<file path="src/rtl/difftest_commit_buf_if.sv">
// Writeback-to-difftest bundle for difftest_commit_buf.
// Optional skip fields exist only under DIFFTEST_CMT_SKIP_EN.
interface difftest_commit_buf_if #(
    parameter int NCOMMIT = 2,
    parameter int XLEN    = 64
);
    logic [NCOMMIT-1:0]      wb_valid;
    logic [NCOMMIT*XLEN-1:0] wb_pc;
    logic [NCOMMIT*32-1:0]   wb_inst;
    logic [NCOMMIT-1:0]      wb_rf_we;
    logic [NCOMMIT*5-1:0]    wb_rf_wnum;
    logic [NCOMMIT*XLEN-1:0] wb_rf_wdata;
    logic                    stall_o;
    logic                    cmt_ready;
    logic                    cmt_valid;
    logic [XLEN-1:0]         cmt_pc;
    logic [31:0]             cmt_inst;
    logic                    cmt_wen;
    logic [7:0]              cmt_wdest;
    logic [XLEN-1:0]         cmt_wdata;
`ifdef DIFFTEST_CMT_SKIP_EN
    logic [NCOMMIT-1:0]      wb_skip;
    logic                    cmt_skip;
`endif

    modport master (
        output wb_valid, wb_pc, wb_inst, wb_rf_we, wb_rf_wnum,
        output wb_rf_wdata, cmt_ready,
`ifdef DIFFTEST_CMT_SKIP_EN
        output wb_skip,
        input  cmt_skip,
`endif
        input  stall_o, cmt_valid, cmt_pc, cmt_inst, cmt_wen,
        input  cmt_wdest, cmt_wdata
    );

    modport slave (
        input  wb_valid, wb_pc, wb_inst, wb_rf_we, wb_rf_wnum,
        input  wb_rf_wdata, cmt_ready,
`ifdef DIFFTEST_CMT_SKIP_EN
        input  wb_skip,
        output cmt_skip,
`endif
        output stall_o, cmt_valid, cmt_pc, cmt_inst, cmt_wen,
        output cmt_wdest, cmt_wdata
    );
endinterface

</file>
<file path="src/rtl/difftest_commit_buf.sv">
// Multi-channel commit buffer: compacts up to NCOMMIT retired records per
// cycle into a DEPTH-entry FIFO and presents one commit per cycle.
// Ports: clk, rst_n (sync, active-low), bus (slave modport: wb_* in,
// stall_o out, cmt_ready in, cmt_* out), a0_i, trap, trap_code,
// cycle_cnt, instr_cnt. Optional macro DIFFTEST_CMT_SKIP_EN adds
// wb_skip / cmt_skip storage.
module difftest_commit_buf #(
    parameter int         NCOMMIT     = 2,
    parameter int         DEPTH       = 8,
    parameter int         XLEN        = 64,
    parameter logic [6:0] TRAP_OPCODE = 7'h6b
) (
    input  logic                 clk,
    input  logic                 rst_n,
    difftest_commit_buf_if.slave bus,
    input  logic [XLEN-1:0]      a0_i,
    output logic                 trap,
    output logic [7:0]           trap_code,
    output logic [63:0]          cycle_cnt,
    output logic [63:0]          instr_cnt
);
    localparam int PW = $clog2(DEPTH);
    localparam int CW = $clog2(DEPTH + 1);
    localparam int OW = $clog2(NCOMMIT + 1);

    logic [XLEN-1:0] mem_pc    [DEPTH];
    logic [31:0]     mem_inst  [DEPTH];
    logic            mem_wen   [DEPTH];
    logic [4:0]      mem_wnum  [DEPTH];
    logic [XLEN-1:0] mem_wdata [DEPTH];
`ifdef DIFFTEST_CMT_SKIP_EN
    logic            mem_skip  [DEPTH];
`endif

    logic [PW-1:0] head;
    logic [PW-1:0] tail;
    logic [CW-1:0] count;
    logic [7:0]    pend_code;
    logic          pend_set;

    logic          stall;
    logic          push;
    logic          cv;
    logic          pop;
    logic          head_trap;
    logic          any_trap;
    logic [OW-1:0] npush;
    logic [OW-1:0] off  [NCOMMIT];
    logic [PW-1:0] slot [NCOMMIT];
    logic [CW-1:0] add;

    logic unused_a0;
    assign unused_a0 = ^a0_i[XLEN-1:8];

    // Free space is judged on the registered count only; a pop in the
    // same cycle does not make room for this cycle's push.
    always_comb begin
        stall     = ((CW'(DEPTH) - count) < CW'(NCOMMIT)) | trap;
        push      = ~stall;
        cv        = (count != '0) & ~trap;
        pop       = cv & bus.cmt_ready;
        head_trap = (mem_inst[head][6:0] == TRAP_OPCODE);
    end

    // Running popcount gives each valid channel its compacted tail slot.
    always_comb begin
        npush    = '0;
        any_trap = 1'b0;
        for (int i = 0; i < NCOMMIT; i++) begin
            off[i]  = npush;
            slot[i] = tail + PW'(npush);
            if (bus.wb_valid[i]) begin
                npush = npush + OW'(1);
                if (bus.wb_inst[i*32 +: 7] == TRAP_OPCODE) begin
                    any_trap = 1'b1;
                end
            end
        end
        add = push ? CW'(npush) : '0;
    end

    always_ff @(posedge clk) begin
        if (!rst_n) begin
            head      <= '0;
            tail      <= '0;
            count     <= '0;
            trap      <= 1'b0;
            trap_code <= '0;
            pend_code <= '0;
            pend_set  <= 1'b0;
            cycle_cnt <= '0;
            instr_cnt <= '0;
            for (int e = 0; e < DEPTH; e++) begin
                mem_pc[e]    <= '0;
                mem_inst[e]  <= '0;
                mem_wen[e]   <= 1'b0;
                mem_wnum[e]  <= '0;
                mem_wdata[e] <= '0;
`ifdef DIFFTEST_CMT_SKIP_EN
                mem_skip[e]  <= 1'b0;
`endif
            end
        end else begin
            if (push) begin
                for (int i = 0; i < NCOMMIT; i++) begin
                    if (bus.wb_valid[i]) begin
                        mem_pc[slot[i]]    <= bus.wb_pc[i*XLEN +: XLEN];
                        mem_inst[slot[i]]  <= bus.wb_inst[i*32 +: 32];
                        mem_wen[slot[i]]   <= bus.wb_rf_we[i] &
                            (bus.wb_rf_wnum[i*5 +: 5] != 5'd0);
                        mem_wnum[slot[i]]  <= bus.wb_rf_wnum[i*5 +: 5];
                        mem_wdata[slot[i]] <= bus.wb_rf_wdata[i*XLEN +: XLEN];
`ifdef DIFFTEST_CMT_SKIP_EN
                        mem_skip[slot[i]]  <= bus.wb_skip[i];
`endif
                    end
                end
                tail <= tail + PW'(npush);
                // First trap since reset owns the code; every channel this
                // cycle sees the same a0, so the oldest one wins trivially.
                if (any_trap && !pend_set) begin
                    pend_code <= a0_i[7:0];
                    pend_set  <= 1'b1;
                end
            end
            if (pop) begin
                head      <= head + PW'(1);
                instr_cnt <= instr_cnt + 64'd1;
                if (head_trap) begin
                    trap      <= 1'b1;
                    trap_code <= pend_code;
                end
            end
            count <= count + add - CW'(pop);
            if (!trap) begin
                cycle_cnt <= cycle_cnt + 64'd1;
            end
        end
    end

    assign bus.stall_o   = stall;
    assign bus.cmt_valid = cv;
    assign bus.cmt_pc    = mem_pc[head];
    assign bus.cmt_inst  = mem_inst[head];
    assign bus.cmt_wen   = mem_wen[head];
    assign bus.cmt_wdest = {3'd0, mem_wnum[head]};
    assign bus.cmt_wdata = mem_wdata[head];
`ifdef DIFFTEST_CMT_SKIP_EN
    assign bus.cmt_skip  = mem_skip[head];
`endif

    logic [OW-1:0] unused_off;
    always_comb begin
        unused_off = '0;
        for (int i = 0; i < NCOMMIT; i++) begin
            unused_off = unused_off ^ off[i];
        end
    end
endmodule

</file>
<file path="src/flat_wrapper.sv">
// flat-port wrapper written by rule: the top's interface ports become plain ports
module difftest_commit_buf_flat 
#(
    parameter int         NCOMMIT     = 2,
    parameter int         DEPTH       = 8,
    parameter int         XLEN        = 64,
    parameter logic [6:0] TRAP_OPCODE = 7'h6b
)
  (clk, rst_n, a0_i, trap, trap_code, cycle_cnt, instr_cnt, bus_wb_valid, bus_wb_pc, bus_wb_inst, bus_wb_rf_we, bus_wb_rf_wnum, bus_wb_rf_wdata, bus_cmt_ready, bus_stall_o, bus_cmt_valid, bus_cmt_pc, bus_cmt_inst, bus_cmt_wen, bus_cmt_wdest, bus_cmt_wdata);
  difftest_commit_buf_if #(.NCOMMIT(NCOMMIT), .XLEN(XLEN)) bus_i ();
  input  logic clk;
  input  logic rst_n;
  input  logic [XLEN-1:0] a0_i;
  output logic trap;
  output logic [7:0] trap_code;
  output logic [63:0] cycle_cnt;
  output logic [63:0] instr_cnt;
  input wire logic [$bits(bus_i.wb_valid)-1:0] bus_wb_valid;
  input wire logic [$bits(bus_i.wb_pc)-1:0] bus_wb_pc;
  input wire logic [$bits(bus_i.wb_inst)-1:0] bus_wb_inst;
  input wire logic [$bits(bus_i.wb_rf_we)-1:0] bus_wb_rf_we;
  input wire logic [$bits(bus_i.wb_rf_wnum)-1:0] bus_wb_rf_wnum;
  input wire logic [$bits(bus_i.wb_rf_wdata)-1:0] bus_wb_rf_wdata;
  input wire logic [$bits(bus_i.cmt_ready)-1:0] bus_cmt_ready;
  output wire logic [$bits(bus_i.stall_o)-1:0] bus_stall_o;
  output wire logic [$bits(bus_i.cmt_valid)-1:0] bus_cmt_valid;
  output wire logic [$bits(bus_i.cmt_pc)-1:0] bus_cmt_pc;
  output wire logic [$bits(bus_i.cmt_inst)-1:0] bus_cmt_inst;
  output wire logic [$bits(bus_i.cmt_wen)-1:0] bus_cmt_wen;
  output wire logic [$bits(bus_i.cmt_wdest)-1:0] bus_cmt_wdest;
  output wire logic [$bits(bus_i.cmt_wdata)-1:0] bus_cmt_wdata;
  assign bus_i.wb_valid = bus_wb_valid;
  assign bus_i.wb_pc = bus_wb_pc;
  assign bus_i.wb_inst = bus_wb_inst;
  assign bus_i.wb_rf_we = bus_wb_rf_we;
  assign bus_i.wb_rf_wnum = bus_wb_rf_wnum;
  assign bus_i.wb_rf_wdata = bus_wb_rf_wdata;
  assign bus_i.cmt_ready = bus_cmt_ready;
  assign bus_stall_o = bus_i.stall_o;
  assign bus_cmt_valid = bus_i.cmt_valid;
  assign bus_cmt_pc = bus_i.cmt_pc;
  assign bus_cmt_inst = bus_i.cmt_inst;
  assign bus_cmt_wen = bus_i.cmt_wen;
  assign bus_cmt_wdest = bus_i.cmt_wdest;
  assign bus_cmt_wdata = bus_i.cmt_wdata;
  difftest_commit_buf #(.NCOMMIT(NCOMMIT), .DEPTH(DEPTH), .XLEN(XLEN), .TRAP_OPCODE(TRAP_OPCODE)) u_core (.clk(clk), .rst_n(rst_n), .bus(bus_i), .a0_i(a0_i), .trap(trap), .trap_code(trap_code), .cycle_cnt(cycle_cnt), .instr_cnt(instr_cnt));
endmodule
</file>
<file path="config.mk">
export PLATFORM = sky130hd
export DESIGN_NAME = difftest_commit_buf_flat
export DESIGN_NICKNAME = d
export VERILOG_FILES = /design/src/rtl/difftest_commit_buf_if.sv /design/src/rtl/difftest_commit_buf.sv /design/src/flat_wrapper.sv
export SDC_FILE = /design/constraint.sdc
export NUM_CORES = 2
export LEC_CHECK = 0
export BUFFER_PORTS_ARGS = -buffer_cell sky130_fd_sc_hd__buf_2
export CORE_UTILIZATION = 25
export CTS_CLUSTER_DIAMETER = 120
export DETAILED_ROUTE_END_ITERATION = 10
export SYNTH_ARGS = -nofsm -noshare
export SYNTH_HDL_FRONTEND = slang
export SYNTH_SLANG_ARGS = --single-unit
</file>
<file path="constraint.sdc">
create_clock -name clk -period 12.6 [get_ports clk]
set_clock_uncertainty 0.1 [all_clocks]
set_input_delay 3.78 -clock clk [delete_from_list [all_inputs] [get_ports clk]]
set_output_delay 3.78 -clock clk [all_outputs]
set_load 0.01 [all_outputs]
</file>
==> results by group <==
Clock tree
  • # hold bufs at CTS: 0
  • CTS tree: done
  • Worst-path clk slew: 60 ps
  • Post-cts sizing count: 0
  • CTS Buf Count: 174
  • Htree depth: 4
  • Clock tree buffer depth: 4
  • Clock root buffer: clkbuf_16
  • Worst-Skew Late Latency: 870 ps
  • Total clock sinks: 1487
  • Setup Buffers After CTS: 0

Worst setup path
  • CP Launch Type: register
  • WP data arrival: 4180 ps
  • CP max FO: 98
  • Worst R2R End: u_core.mem_pc[2][9]
  • Setup crit end: bus_cmt_wdata[52]
  • CP max stage cell: dfxtp_4
  • Reg2Reg Setup Slack: 7580 ps
  • Most used cell, CP: buf_12
  • Cells on worst reg2reg path: 10
  • Crit Path Class: register to output port
  • FF-to-FF Start: u_core.count[0]
  • Critical path cell sequence: buf_12 -> buf_12 -> mux4_2 -> mux2_2 -> buf_2
  • Worst path max stage delay: 640 ps
  • Endpoint class of the critical path: output port
  • CP required: 8720 ps

Timing
  • Post-layout min period: 8060 ps
  • RSZ-0062 raised after global routing: false
  • Peak Freq: 0.124 GHz
  • Fin crit share: 64.0%
  • Setup violators final: 0
  • Worst rel slew slack: 10.9%
  • Slew of the pin with the lowest slew margin: 1340 ps
  • Worst setup margin: 4540 ps
  • Max-slew violations: 0
  • Final hold vios: 0
  • Setup Total Neg Slack: 0 ps

Yosys
  • Post-synthesis compound-gate area fraction: 14.6%
  • Ys Warns: 0
  • Fraction of registers with async set/reset: 0%
  • Syn Std Cell Area: 75700 um^2
  • Distinct cells, synth: 64
  • EDFF count, synth: 1320
  • Largest family of logic cells by synthesized area: compound AO/OA/AOI/OAI gates
  • Post-Synth XOR/XNOR Area: 0.660%
  • Post-Syn Instances: 6376
  • Post-synthesis simple-gate area fraction: 10.9%
  • Avg Cell Area, Syn: 11.9 um^2
  • Share of the synthesized area in the top cell type: 52.4%
  • Prevailing post-synth register cell: edfxtp_1
  • Synth area leader: edfxtp_1
  • Synth area leaders: edfxtp_1 52%, o31ai_1 13%, mux4_2 9.6%
  • FF+latch count, synth: 1487
  • Sequential fraction of the synthesis area: 56.8%
  • Adder-cell area share of the yosys netlist: 0.284%
  • Mux contribution to synthesized area: 12.6%

Route
  • Number of DRC markers in iteration 0: 7358
  • Wire per inst: 25.5 um
  • DRC: 0
  • 1st-pass router iterations: 6
  • ANT nets after route: 0
  • Via Count: 57900
  • DRT Wirelength: 272 mm
  • Via density: 5.42

Finish
  • Layout cells sized above 1: 22.7%
  • Multi-input logic area: 29600 um^2
  • Area taken by flip-flops and latches: 43000 um^2
  • Filler cell count: 30400
  • Synthesis-to-finish area growth: 15.7%
  • Most frequent cells in the layout: 1567 x nand2_1, 1354 x o31ai_1, 1320 x edfxtp_1, 648 x buf_2, 322 x mux4_2
  • Most common cell after layout, fill and taps aside: nand2_1
  • Post-layout net count: 6941
  • Final Util: 29.1%

Placed design
  • Port Buffers: 649
  • Placer Congestion: 0.831
  • Placement Setup Slack: 4350 ps
  • Post-DP HPWL: 153 mm

Die
  • I/O pin count: 709
  • Die height: 552 um
  • Total die area: 305000 um^2
  • Site Rows: 201
  • Initial Util: 25.2%
  • Chip Width: 552 um
  • CORE AREA: 301000 um^2

Job
  • Max Cap Viol: 0

Global route
  • Initial antenna violation count: 105
  • Vias in the first global route: 56400
  • Largest net degree at the start of global routing: 162
  • First-pass GRT wire length: 389 mm
  • Gr usage total: 17.0%
  • Total gr overflow: 0

Min path
  • Min-delay src: u_core.trap_code[4]
  • Hold/Removal Path Class: register to register

Power
  • Clock power frac: 30.1%
  • P_leak: 28.5 nW
  • Comb pwr share: 29.3%
  • Peak supply drop: 0.000205 V
  • Switching portion of total power: 33.2%
  • Int Power: 10.8 mW
  • Sw power: 5.39 mW
  • Sequential share of power: 40.6%
  • Pwr Total: 16.2 mW
  • PD cells: 185 nW/um^2

Run status
  • Status: finished, final reports clean
-- through the flow --
stage / cell area, um^2 / hold WS [ps] / std cells
2_1_floorplan: 75700 / 332 / 6378
3_3_place_gp: 82000 / 345 / 10300
3_5_place_dp: 82000 / 345 / 10300
4_1_cts: 87400 / 356 / 10600
5_1_grt: 87500 / 387 / 10700
6_report: 87600 / 357 / 10700
-- cells in the mapped netlist, types with 47 or more instances --
master / number
nand2_1: 1567
o31ai_1: 1354
edfxtp_1: 1320
clkbuf_1: 516
mux4_2: 322
buf_1: 187
dfxtp_1: 167
mux2_2: 165
nor2_1: 86
a21oi_1: 81
buf_2: 70
or4_1: 49
nand3_1: 48
nand4_1: 47
-- worst max-delay path, delay by kind of cell (launching register included) --
kind                   cells  cell delay (ps)
buffers and inverters      3             1210
multiplexers               2              950
flip-flops                 1              640
-- cell type report --
class	instances	share of cell area, %
Clock inverter	84	0.806
Sequential cell	1487	49.1
Antenna cell	59	0.169
Timing Repair Buffer	750	4.93
Inverter	43	0.187
Tap cell	3958	5.66
Multi-Input combinational cell	4068	33.8
Clock buffer	232	5.34
-- power groups by stage --
stage | combinational [mW] | clock, mW | sequential (mW)
6_report | 4.75 | 4.87 | 6.59
5_1_grt | 4.99 | 5.12 | 6.65
4_1_cts | 4.77 | 4.94 | 6.58
3_5_place_dp | 4.76 | 0 | 6.68
3_3_place_gp | 4.72 | 0 | 6.62
2_1_floorplan | 2.91 | 0 | 6.66
-- worst min path at each step --
| stage | to | cells past startpoint | slack, ps |
|---|---|---|---|
| finish | u_core.trap_code[4] | 2 | 360 |
| global route | u_core.pend_set | 2 | 390 |
| CTS | u_core.trap_code[4] | 2 | 360 |
| detailed placement | u_core.trap_code[4] | 2 | 350 |
| global placement | u_core.trap_code[4] | 2 | 350 |
| floorplan | u_core.pend_set | 2 | 330 |
-- registers in the layout, summed over array words and instances (netlist names), named ones only --
signal,flops
u_core.mem_pc,512
u_core.trap_code,8
u_core.head,3
u_core.mem_wen,8
u_core.pend_set,1
u_core.tail,3
u_core.trap,1
u_core.cycle_cnt,64
u_core.mem_wdata,512
u_core.mem_wnum,40
u_core.instr_cnt,64
u_core.count,4
u_core.pend_code,8
u_core.mem_inst,256
-- kinds of logic after synthesis --
group,after synthesis
AOI/OAI and AO/OA,1505
xor gates and xnor gates,57
adders and majority gates,16
buffers and inverters,823
DFF,1487
muxes,526
other,1
and+or+nand+nor,1961
-- metal layers --
metal	share of wire, %	up-vias	global-route usage, %
met1	38	28700	21.1
met3	11	642	4.83
met2	47	3602	27.3
li1	-	24900	-
met4	4.3	82	7.86
met5	0.19	-	0
No activity file was read; power rests on OpenSTA's default activity.
